File: config.mk
export PLATFORM = sky130hd
export DESIGN_NAME = tube_scan_reader
export DESIGN_NICKNAME = d
export VERILOG_FILES = /design/src/rtl/tube_scan_reader.sv
export SDC_FILE = /design/constraint.sdc
export NUM_CORES = 1
export LEC_CHECK = 0
export CAP_MARGIN = 20
export CORE_ASPECT_RATIO = 0.75
export CORE_UTILIZATION = 44
export CTS_CLUSTER_DIAMETER = 100
export DETAILED_ROUTE_END_ITERATION = 8
export PLACE_DENSITY = 0.67
export SLEW_MARGIN = 10
export SYNTH_ARGS = -nofsm -noshare
export SYNTH_HDL_FRONTEND = slang
export SYNTH_SLANG_ARGS = --single-unit
File: constraint.sdc
create_clock -name clk -period 2.2 [get_ports clk]
set_clock_uncertainty 0.1 [all_clocks]
set_input_delay 0.44 -clock clk [delete_from_list [all_inputs] [get_ports clk]]
set_output_delay 0.44 -clock clk [all_outputs]
set_load 0.02 [all_outputs]
File: src/rtl/tube_scan_reader.sv
// tube_scan_reader: readback monitor for a multiplexed seven-segment display bus.
// Qualifies each tube's segment pattern as stable, decodes it back to a digit,
// assembles one digit per tube into a frame, and hands completed frames out
// on a valid/ack handshake.
//
// Ports:
//   clk          rising-edge clock
//   reset        synchronous active-high reset
//   seg_in       segment lines, bit0=a .. bit6=g, bit7=dp
//   sel_in       one-hot digit select, bit i = tube i
//   frame_value  decoded digits, nibble i = tube i (F = blank, E = illegal)
//   frame_dp     dp bit per tube
//   frame_err    per-tube illegal-pattern flag
//   frame_valid  frame outputs hold a completed, unacknowledged frame
//   frame_ack    consumer accepts the pending frame
//   overrun      sticky: a frame completed and was dropped while one was pending
module tube_scan_reader #(
    parameter int unsigned DIGITS        = 4,
    parameter int unsigned STABLE_CYCLES = 4
) (
    input  logic                  clk,
    input  logic                  reset,
    input  logic [7:0]            seg_in,
    input  logic [DIGITS-1:0]     sel_in,
    output logic [4*DIGITS-1:0]   frame_value,
    output logic [DIGITS-1:0]     frame_dp,
    output logic [DIGITS-1:0]     frame_err,
    output logic                  frame_valid,
    input  logic                  frame_ack,
    output logic                  overrun
);

    localparam int unsigned CNT_W  = $clog2(STABLE_CYCLES + 1);
    localparam int unsigned HELD_W = DIGITS + 8;
    localparam int unsigned VAL_W  = 4 * DIGITS;

    typedef enum logic {
        ST_EMPTY   = 1'b0,
        ST_PENDING = 1'b1
    } state_e;

    // Returns {err, value}; only segments a..g take part in the decode.
    function automatic logic [4:0] decode_seg(input logic [6:0] seg);
        logic [4:0] r;
        case (seg)
            7'h3F:   r = 5'h00;
            7'h06:   r = 5'h01;
            7'h5B:   r = 5'h02;
            7'h4F:   r = 5'h03;
            7'h66:   r = 5'h04;
            7'h6D:   r = 5'h05;
            7'h7D:   r = 5'h06;
            7'h07:   r = 5'h07;
            7'h7F:   r = 5'h08;
            7'h6F:   r = 5'h09;
            7'h00:   r = 5'h0F;
            default: r = 5'h1E;
        endcase
        return r;
    endfunction

    logic [HELD_W-1:0] held_q, held_d;
    logic [CNT_W-1:0]  cnt_q, cnt_d;
    logic              captured_q, captured_d;
    logic [DIGITS-1:0] seen_q, seen_d;
    logic [VAL_W-1:0]  slot_val_q, slot_val_d;
    logic [DIGITS-1:0] slot_dp_q, slot_dp_d;
    logic [DIGITS-1:0] slot_err_q, slot_err_d;
    state_e            state_q, state_d;
    logic [VAL_W-1:0]  frame_value_q, frame_value_d;
    logic [DIGITS-1:0] frame_dp_q, frame_dp_d;
    logic [DIGITS-1:0] frame_err_q, frame_err_d;
    logic              overrun_q, overrun_d;

    logic [DIGITS-1:0] held_sel;
    logic [7:0]        held_seg;
    logic [4:0]        dec;
    logic              in_diff;
    logic              sel_onehot;
    logic              capture;
    logic              complete;
    logic              load;

    assign held_sel   = held_q[HELD_W-1:8];
    assign held_seg   = held_q[7:0];
    assign dec        = decode_seg(held_seg[6:0]);
    assign in_diff    = ({sel_in, seg_in} != held_q);
    assign sel_onehot = (held_sel != '0) && ((held_sel & (held_sel - DIGITS'(1))) == '0);
    assign capture    = (cnt_q == CNT_W'(STABLE_CYCLES)) && !captured_q && sel_onehot;
    // Completion is seen one edge after the final capture fills seen.
    assign complete   = &seen_q;

    // Stability tracker: any input change restarts the dwell.
    always_comb begin
        held_d     = held_q;
        cnt_d      = cnt_q;
        captured_d = captured_q | capture;
        if (in_diff) begin
            held_d     = {sel_in, seg_in};
            cnt_d      = CNT_W'(1);
            captured_d = 1'b0;
        end else if (cnt_q != CNT_W'(STABLE_CYCLES)) begin
            cnt_d = cnt_q + CNT_W'(1);
        end
    end

    // Working slots and seen mask; seen restarts once a frame has completed.
    always_comb begin
        slot_val_d = slot_val_q;
        slot_dp_d  = slot_dp_q;
        slot_err_d = slot_err_q;
        seen_d     = complete ? '0 : seen_q;
        if (capture) begin
            for (int unsigned i = 0; i < DIGITS; i++) begin
                if (held_sel[i]) begin
                    slot_val_d[4*i +: 4] = dec[3:0];
                    slot_dp_d[i]         = held_seg[7];
                    slot_err_d[i]        = dec[4];
                    seen_d[i]            = 1'b1;
                end
            end
        end
    end

    // Handshake FSM: next state, overrun and frame load.
    always_comb begin
        state_d   = state_q;
        overrun_d = overrun_q;
        load      = 1'b0;
        case (state_q)
            ST_EMPTY: begin
                if (complete) begin
                    load    = 1'b1;
                    state_d = ST_PENDING;
                end
            end
            ST_PENDING: begin
                if (frame_ack) begin
                    overrun_d = 1'b0;
                    if (complete) begin
                        load = 1'b1;
                    end else begin
                        state_d = ST_EMPTY;
                    end
                end else if (complete) begin
                    overrun_d = 1'b1;
                end
            end
            default: state_d = ST_EMPTY;
        endcase
        frame_value_d = load ? slot_val_q : frame_value_q;
        frame_dp_d    = load ? slot_dp_q  : frame_dp_q;
        frame_err_d   = load ? slot_err_q : frame_err_q;
    end

    always_ff @(posedge clk) begin
        if (reset) begin
            held_q        <= '0;
            cnt_q         <= '0;
            captured_q    <= 1'b0;
            seen_q        <= '0;
            slot_val_q    <= '0;
            slot_dp_q     <= '0;
            slot_err_q    <= '0;
            state_q       <= ST_EMPTY;
            frame_value_q <= '0;
            frame_dp_q    <= '0;
            frame_err_q   <= '0;
            overrun_q     <= 1'b0;
        end else begin
            held_q        <= held_d;
            cnt_q         <= cnt_d;
            captured_q    <= captured_d;
            seen_q        <= seen_d;
            slot_val_q    <= slot_val_d;
            slot_dp_q     <= slot_dp_d;
            slot_err_q    <= slot_err_d;
            state_q       <= state_d;
            frame_value_q <= frame_value_d;
            frame_dp_q    <= frame_dp_d;
            frame_err_q   <= frame_err_d;
            overrun_q     <= overrun_d;
        end
    end

    assign frame_value = frame_value_q;
    assign frame_dp    = frame_dp_q;
    assign frame_err   = frame_err_q;
    assign frame_valid = (state_q == ST_PENDING);
    assign overrun     = overrun_q;

endmodule

==> impl_results.md, run 1 <==
- Fin cells: 437
- Post-synth top area share: 50.3%
- CP endpoint kind: register
- Final Max Slew Viols: 0
- Die area: 6660 µm²
- Gates resized, CTS repair: 0
- Clk sink count: 70
- Worst skew pair latency: 350 ps
- Synth Area per Inst: 8.84 µm²
- Total GRT Usage: 19.5%
- Core ar.: 5950 µm²
- GRT overflow: 0
- Final setup TNS: 0 ps
- Hold_buf cts: 0
- Post-Place Cells: 421
- Leak: 0.00116 µW
- Final Hold Fails: 0
- # setup viols final: 0
- Port-buffer cells: 40
- Area Growth Syn to Fin: 24.3%
- Synth area leaders: dfxtp_1 50%, nand2_1 8.2%, a21oi_1 6.5%
- Sequential cell area fraction in the yosys report: 50.3%
- Post-DP HPWL: 4070 µm
- Row count: 24
- Syn Inst Count: 315
- CTS tree: built
- Vias in the first global route: 2090
- Max Freq: 0.526 GHz
- Setup CP Type: reg2reg
- Met2 WL: 2540 µm
- Die width: 93.9 µm
- Postcts setup bufs: 0
- Vias after detailed routing: 2311
- Final GP Congestion: 0.795
- Post-synthesis cell area: 2790 µm²
- Tightest Pin Transition: 511 ps
- Synth Area in Adders: 0.898%
- Main combinational cell family by area after synthesis: simple AND/OR/NAND/NOR gates
- Commonest cells after routing, fill and taps aside: 70 x dfxtp_1, 61 x nand2_1, 39 x clkdlybuf4s50_1, 36 x a21oi_1, 16 x nor2b_1
- Mux cell area share after synthesis: 0.359%
- Startpoint types: register
- Crit path required time: 2370 ps
- Initial core utilization: 46.8%
- Synth Net Count: 332
- Synthesis-stage register bit count: 70
- H-Tree Depth: 3
- Met3 routed WL: 293 µm
- Iteration-0 DRC Markers: 108
- Final Critical Period: 1900 ps
- # DRC: 0
- Max clock buf depth: 2
- Detail Route Antenna Nets: 0
- PD cells: 713 nW/µm²
- Max Used Layer: met4
- Fraction of registers with async set/reset: 0%
- RSZ-0062 raised after global routing: false
- Wire length per cell: 13.5 µm
- Largest net degree at the start of global routing: 34
- First-pass GRT wire length: 9960 µm
- Max IR drop VDD: 0.390 mV
- Worst Path Max Fanout: 5
- Sw power: 601 µW
- Sw frac: 24.3%
- Largest area contributor in the netlist: dfxtp_1
- Post-Synth XOR/XNOR Area: 4.40%
- Clock power share: 41.9%
- WL final: 5920 µm
- N_diodes: 0
- Combinational power share: 5.3%
- Worst EP arrival: 2070 ps
- Fin crit share: 86.3%
- Power share of the sequential group: 52.8%
- Root buf cell: clkbuf_8
- Relative slew slack: 65.9%
- Leading cell type in the layout, fill and taps excluded: dfxtp_1
- Layout cells sized above 1: 8.64%
- HP Class: in2reg
- Compound-Gate Fraction of Synth Area: 17.5%
- Layout Nets: 371
- Number of enable flip-flop cells after synthesis: 0
- Max cap viols: 0
- Ys Warns: 0
- Die H: 70.9 µm
- Vias per cell: 5.29
- Num CTS Buffers: 9
- Distinct cells, synth: 45
- Wl on met1: 3020 µm
- Ys flop type: dfxtp_1
- Antenna violations before repair: 0
- First-pass DRT Iterations: 4
- Simple logic cell fraction of the synthesized area: 22.6%
- Status: finished, final reports clean
- # IOs: 41
- Internal power: 1870 µW
- Worst-path clk slew: 80 ps
## worst paths after layout
path | startpoint | to | slack (ps) | depth (start not counted)
setup / recovery | cnt_q[0] | slot_err_q[1] | 300 | 5
setup reg to reg | cnt_q[0] | slot_err_q[1] | 300 | 5
hold / removal | reset | captured_q | 350 | 3
hold reg to reg | slot_err_q[3] | frame_err[3] | 350 | 2
## per-stage QoR
stage / utilization, % / hold WS, ps / total power, µW / cell area, µm² / setup slack (ps)
2_1_floorplan: - / 329 / 1410 / 2790 / 492
3_3_place_gp: 54.9 / 342 / 1460 / 3270 / 183
3_5_place_dp: 54.9 / 346 / 1460 / 3270 / 152
5_1_grt: 58.2 / 364 / 2560 / 3460 / 188
4_1_cts: 58.2 / 337 / 2490 / 3460 / 295
6_report: 58.2 / 346 / 2470 / 3460 / 301
## flip-flops by register name, indices dropped and copies added, names as in the netlist
name and count:
frame_err 4, slot_err_q 4, captured_q 1, frame_valid 1
overrun 1, slot_val_q 16, frame_value 16, slot_dp_q 4
cnt_q 3, held_q 12, frame_dp 4, seen_q 4
## logic make-up (layout without fill, tap and decap cells)
group / Yosys count / after routing
XOR/XNOR: 14 / 14
flip-flops: 70 / 70
adder cells (fa/ha/maj): 2 / 2
multiplexers: 1 / 1
AO/OA/AOI/OAI: 78 / 78
AND/OR/NAND/NOR: 124 / 124
buffers and inverters: 26 / 70
## synthesized netlist by cell type (2+ instances only)
cell type  instances
inv_1              6
nand2b_1           4
nor3_1             4
nor2_1            10
nor4_1             2
a211oi_1           9
nand4_1            5
nand3_1            5
or3_1              2
xnor2_1           13
a31oi_1            7
nand3b_1           2
buf_2              2
nor2b_1           16
o21a_1             4
and3_1             4
nand2_1           61
o31ai_1            3
a21oi_1           36
o21ai_0            8
clkbuf_1          17
dfxtp_1           70
a32oi_1            2
ha_1               2
## routing by layer
| metal | up-vias | track usage [%] |
|---|---|---|
| met5 | - | 0 |
| met4 | 0 | 5.98 |
| met3 | 7 | 6.77 |
| met2 | 59 | 28.5 |
| met1 | 1073 | 27.1 |
| li1 | 1172 | - |
## final cells by class
class | count | area (µm²)
inverters | 6 | 22.5
clock inverters | 7 | 73.8
fillers | 548 | 2480
flip-flops and latches | 70 | 1400
repair buffers | 48 | 468
multi-input cells | 219 | 1280
clock buffers | 9 | 124
well taps | 78 | 97.6
## power by group through the flow
stage                     logic, µW  registers [µW]  clock network, µW
final                           131            1300               1040
after global routing            144            1310               1110
after CTS                       131            1300               1060
after detailed placement        130            1330                  0
after global placement          129            1330                  0
after floorplan                90.6            1320                  0
## critical path: stages, from the launching register on
cell and delay (ps):
dfxtp_1 320, inv_1 80, ha_1 210, nand4bb_1 250, or4_1 600, o31ai_1 260
Power figures use the tool's default switching activity.
==> run 2: changes to the inputs <==
--- a/config.mk
+++ b/config.mk
@@ -7,10 +7,13 @@
 export LEC_CHECK = 0
 export CAP_MARGIN = 20
 export CORE_ASPECT_RATIO = 0.75
+export CORE_MARGIN = 2
 export CORE_UTILIZATION = 44
 export CTS_CLUSTER_DIAMETER = 100
 export DETAILED_ROUTE_END_ITERATION = 8
 export PLACE_DENSITY = 0.67
+export RECOVER_POWER = 25
+export SETUP_SLACK_MARGIN = 0.2
 export SLEW_MARGIN = 10
 export SYNTH_ARGS = -nofsm -noshare
 export SYNTH_HDL_FRONTEND = slang
==> run 2 against run 1 <==
  * Combinational power down 5%
  * Core utilization down 2.9 points
  * Non-clock buffer count unchanged
  * Global-route usage down 0.97 points
  * Critical path type is now in2reg
  * Hold slack worse by 71 ps
  * Die area up 5.0%
  * Clock-buffer cell count up 2
  * Largest cell class unchanged
  * Cell count up 0.46%
  * Total power down 1.8%
  * First-iteration DRC count down 16%
  * Wire length up 0.68%
  * Worst setup slack worse by 16 ps
==> impl_results.md, run 2 (synthesized netlist as in run 1, its figures left out) <==
- Pre-CTS WS: 73.3 ps (-78.2 ps)
- CTS tree: built
- Post-DP HPWL: 4140 µm (+1.8%)
- Commonest cells after routing, fill and taps aside: 70 x dfxtp_1, 61 x nand2_1, 36 x a21oi_1, 28 x clkdlybuf4s50_1, 16 x nor2b_1
- Leak: 0.00115 µW (-0.33%)
- Clk sink count: 70 (unchanged)
- Final GP Congestion: 0.869 (+9.3%)
- Wire length per cell: 13.6 µm (+0.22%)
- # DRC: 0 (unchanged)
- Largest net degree at the start of global routing: 40 (+18%)
- Tightest Pin Transition: 520 ps (+8.77 ps)
- CP endpoint kind: register
- Max clock buf depth: 2 (unchanged)
- Root buf cell: clkbuf_8
- First-pass DRT Iterations: 4 (unchanged)
- Worst Hold Path EP: held_q[10]
- Final setup TNS: 0 ps (unchanged)
- Layout cells sized above 1: 8.10% (-0.53 points)
- Worst R2R Setup Slack: 290 ps (about the same)
- Initial core utilization: 44.7% (-2.1 points)
- Reg-to-Reg Start: cnt_q[0]
- Met1 usage: 25.6% (-1.5 points)
- Global routing's busiest layer: met2
- HP Class: in2reg
- Final Hold Fails: 0 (unchanged)
- Startpoint types: input pin
- Relative slew slack: 65.0% (-0.90 points)
- Row count: 25 (+4.2%)
- N_diodes: 0 (unchanged)
- Leading cell type in the layout, fill and taps excluded: dfxtp_1
- Worst Reg-to-Reg Cells: 5 (unchanged)
- Setup CP Type: in2reg
- Die H: 72.9 µm (+2.8%)
- Fin crit share: 87.1% (+0.73 points)
- WL final: 5960 µm (+0.68%)
- Worst Path Max Fanout: 3 (-2)
- Max Freq: 0.522 GHz (-0.84%)
- GRT met2 Usage: 26.9% (-1.6 points)
- Gates resized, CTS repair: 0 (unchanged)
- Fin area: 3440 µm² (-0.58%)
- Hold wc startpoint: reset
- # setup viols final: 0 (unchanged)
- Worst hold stages: 2 (-1)
- Antenna violations before repair: 0 (unchanged)
- Post-layout util: 55.3% (-2.9 points)
- Core ar.: 6220 µm² (+4.7%)
- Final Max Slew Viols: 0 (unchanged)
- Vias after detailed routing: 2267 (-1.9%)
- Vias per cell: 5.16 (-2.4%)
- PD cells: 704 nW/µm² (-1.3%)
- Num CTS Buffers: 9 (unchanged)
- Power Total: 2430 µW (-1.8%)
- Final Critical Period: 1920 ps (+16.1 ps)
- Worst-path clk slew: 60 ps (-20 ps)
- Status: finished, final reports clean
- R2R Path End: slot_err_q[1]
- Postcts setup bufs: 0 (unchanged)
- Detail Route Antenna Nets: 0 (unchanged)
- Total GRT Usage: 18.5% (-0.97 points)
- Iteration-0 DRC Markers: 91 (-16%)
- Die width: 95.9 µm (+2.1%)
- Vias in the first global route: 2056 (-1.6%)
- Max cap viols: 0 (unchanged)
- Worst setup margin: 284 ps (-16.1 ps)
- Post-placement cell area: 3270 µm² (+0.12%)
- Max IR drop VDD: 0.408 mV (+4.6%)
- H-Tree Depth: 3 (unchanged)
- Die area: 6990 µm² (+5.0%)
- Layout Nets: 371 (unchanged)
- Worst EP arrival: 2080 ps (about the same)
- RSZ-0062 raised after global routing: false
- GRT overflow: 0 (unchanged)
- Hold_buf cts: 0 (unchanged)
- First-pass GRT wire length: 9750 µm (-2.1%)
- Crit path required time: 2360 ps (about the same)
- # IOs: 41 (unchanged)
- Routing usage on met3: 7.33% (+0.56 points)
- Area Growth Syn to Fin: 23.6%
- Worst skew pair latency: 340 ps (about the same)
- Port-buffer cells: 40 (unchanged)
-- run 2: layer usage --
layer,up-vias,routed length [µm]
met5,-,0
met4,0,69
met3,5,316
met2,57,2570
met1,1033,3000
li1,1172,-
-- run 2: worst max path at each step --
stage | from | end | slack, ps | depth (start not counted)
6_report | sel_in[3] | cnt_q[1] | 280 | 5
5_1_grt | sel_in[3] | cnt_q[1] | 110 | 5
4_1_cts | cnt_q[0] | slot_val_q[15] | 310 | 6
3_5_place_dp | sel_in[2] | cnt_q[1] | 70 | 5
3_3_place_gp | seg_in[5] | cnt_q[1] | 170 | 5
2_1_floorplan | held_q[9] | slot_err_q[0] | 490 | 5
-- run 2: metrics by stage --
| stage | hold WS, ps | cells |
|---|---|---|
| floorplan | 329 | 315 |
| global placement | 342 | 424 |
| detailed placement | 346 | 424 |
| CTS | 277 | 439 |
| global route | 289 | 439 |
| finish | 275 | 439 |
-- run 2: cell type report --
cell class / instances / area, µm²
Fill cell: 598 / 2780
Clock inverter: 4 / 47.5
Multi-Input combinational cell: 219 / 1280
Tap cell: 81 / 101
Inverter: 6 / 22.5
Sequential cell: 70 / 1400
Clock buffer: 11 / 141
Timing Repair Buffer: 48 / 453
-- run 2: critical path, cell delays in order --
cell and delay (ps):
dlygate4sd3_1 560, xnor2_1 200, nand4_1 140, nor4_1 510, a21boi_0 230
-- run 2: power by group --
group | switching (µW) | leakage (µW) | internal (µW)
Combinational | 64.8 | 0.000492 | 59.8
Clock | 452 | 0.0000952 | 544
Sequential | 25.3 | 0.000567 | 1280
Total | 542 | 0.00115 | 1880
==> run 3: changes to the inputs <==
--- a/config.mk
+++ b/config.mk
@@ -14,6 +14,7 @@
 export PLACE_DENSITY = 0.67
 export RECOVER_POWER = 25
 export SETUP_SLACK_MARGIN = 0.2
+export SKIP_LAST_GASP = 1
 export SLEW_MARGIN = 10
 export SYNTH_ARGS = -nofsm -noshare
 export SYNTH_HDL_FRONTEND = slang
==> results of run 3 <==
No change in the layout: final DEF, timing and power equal those of run 2.
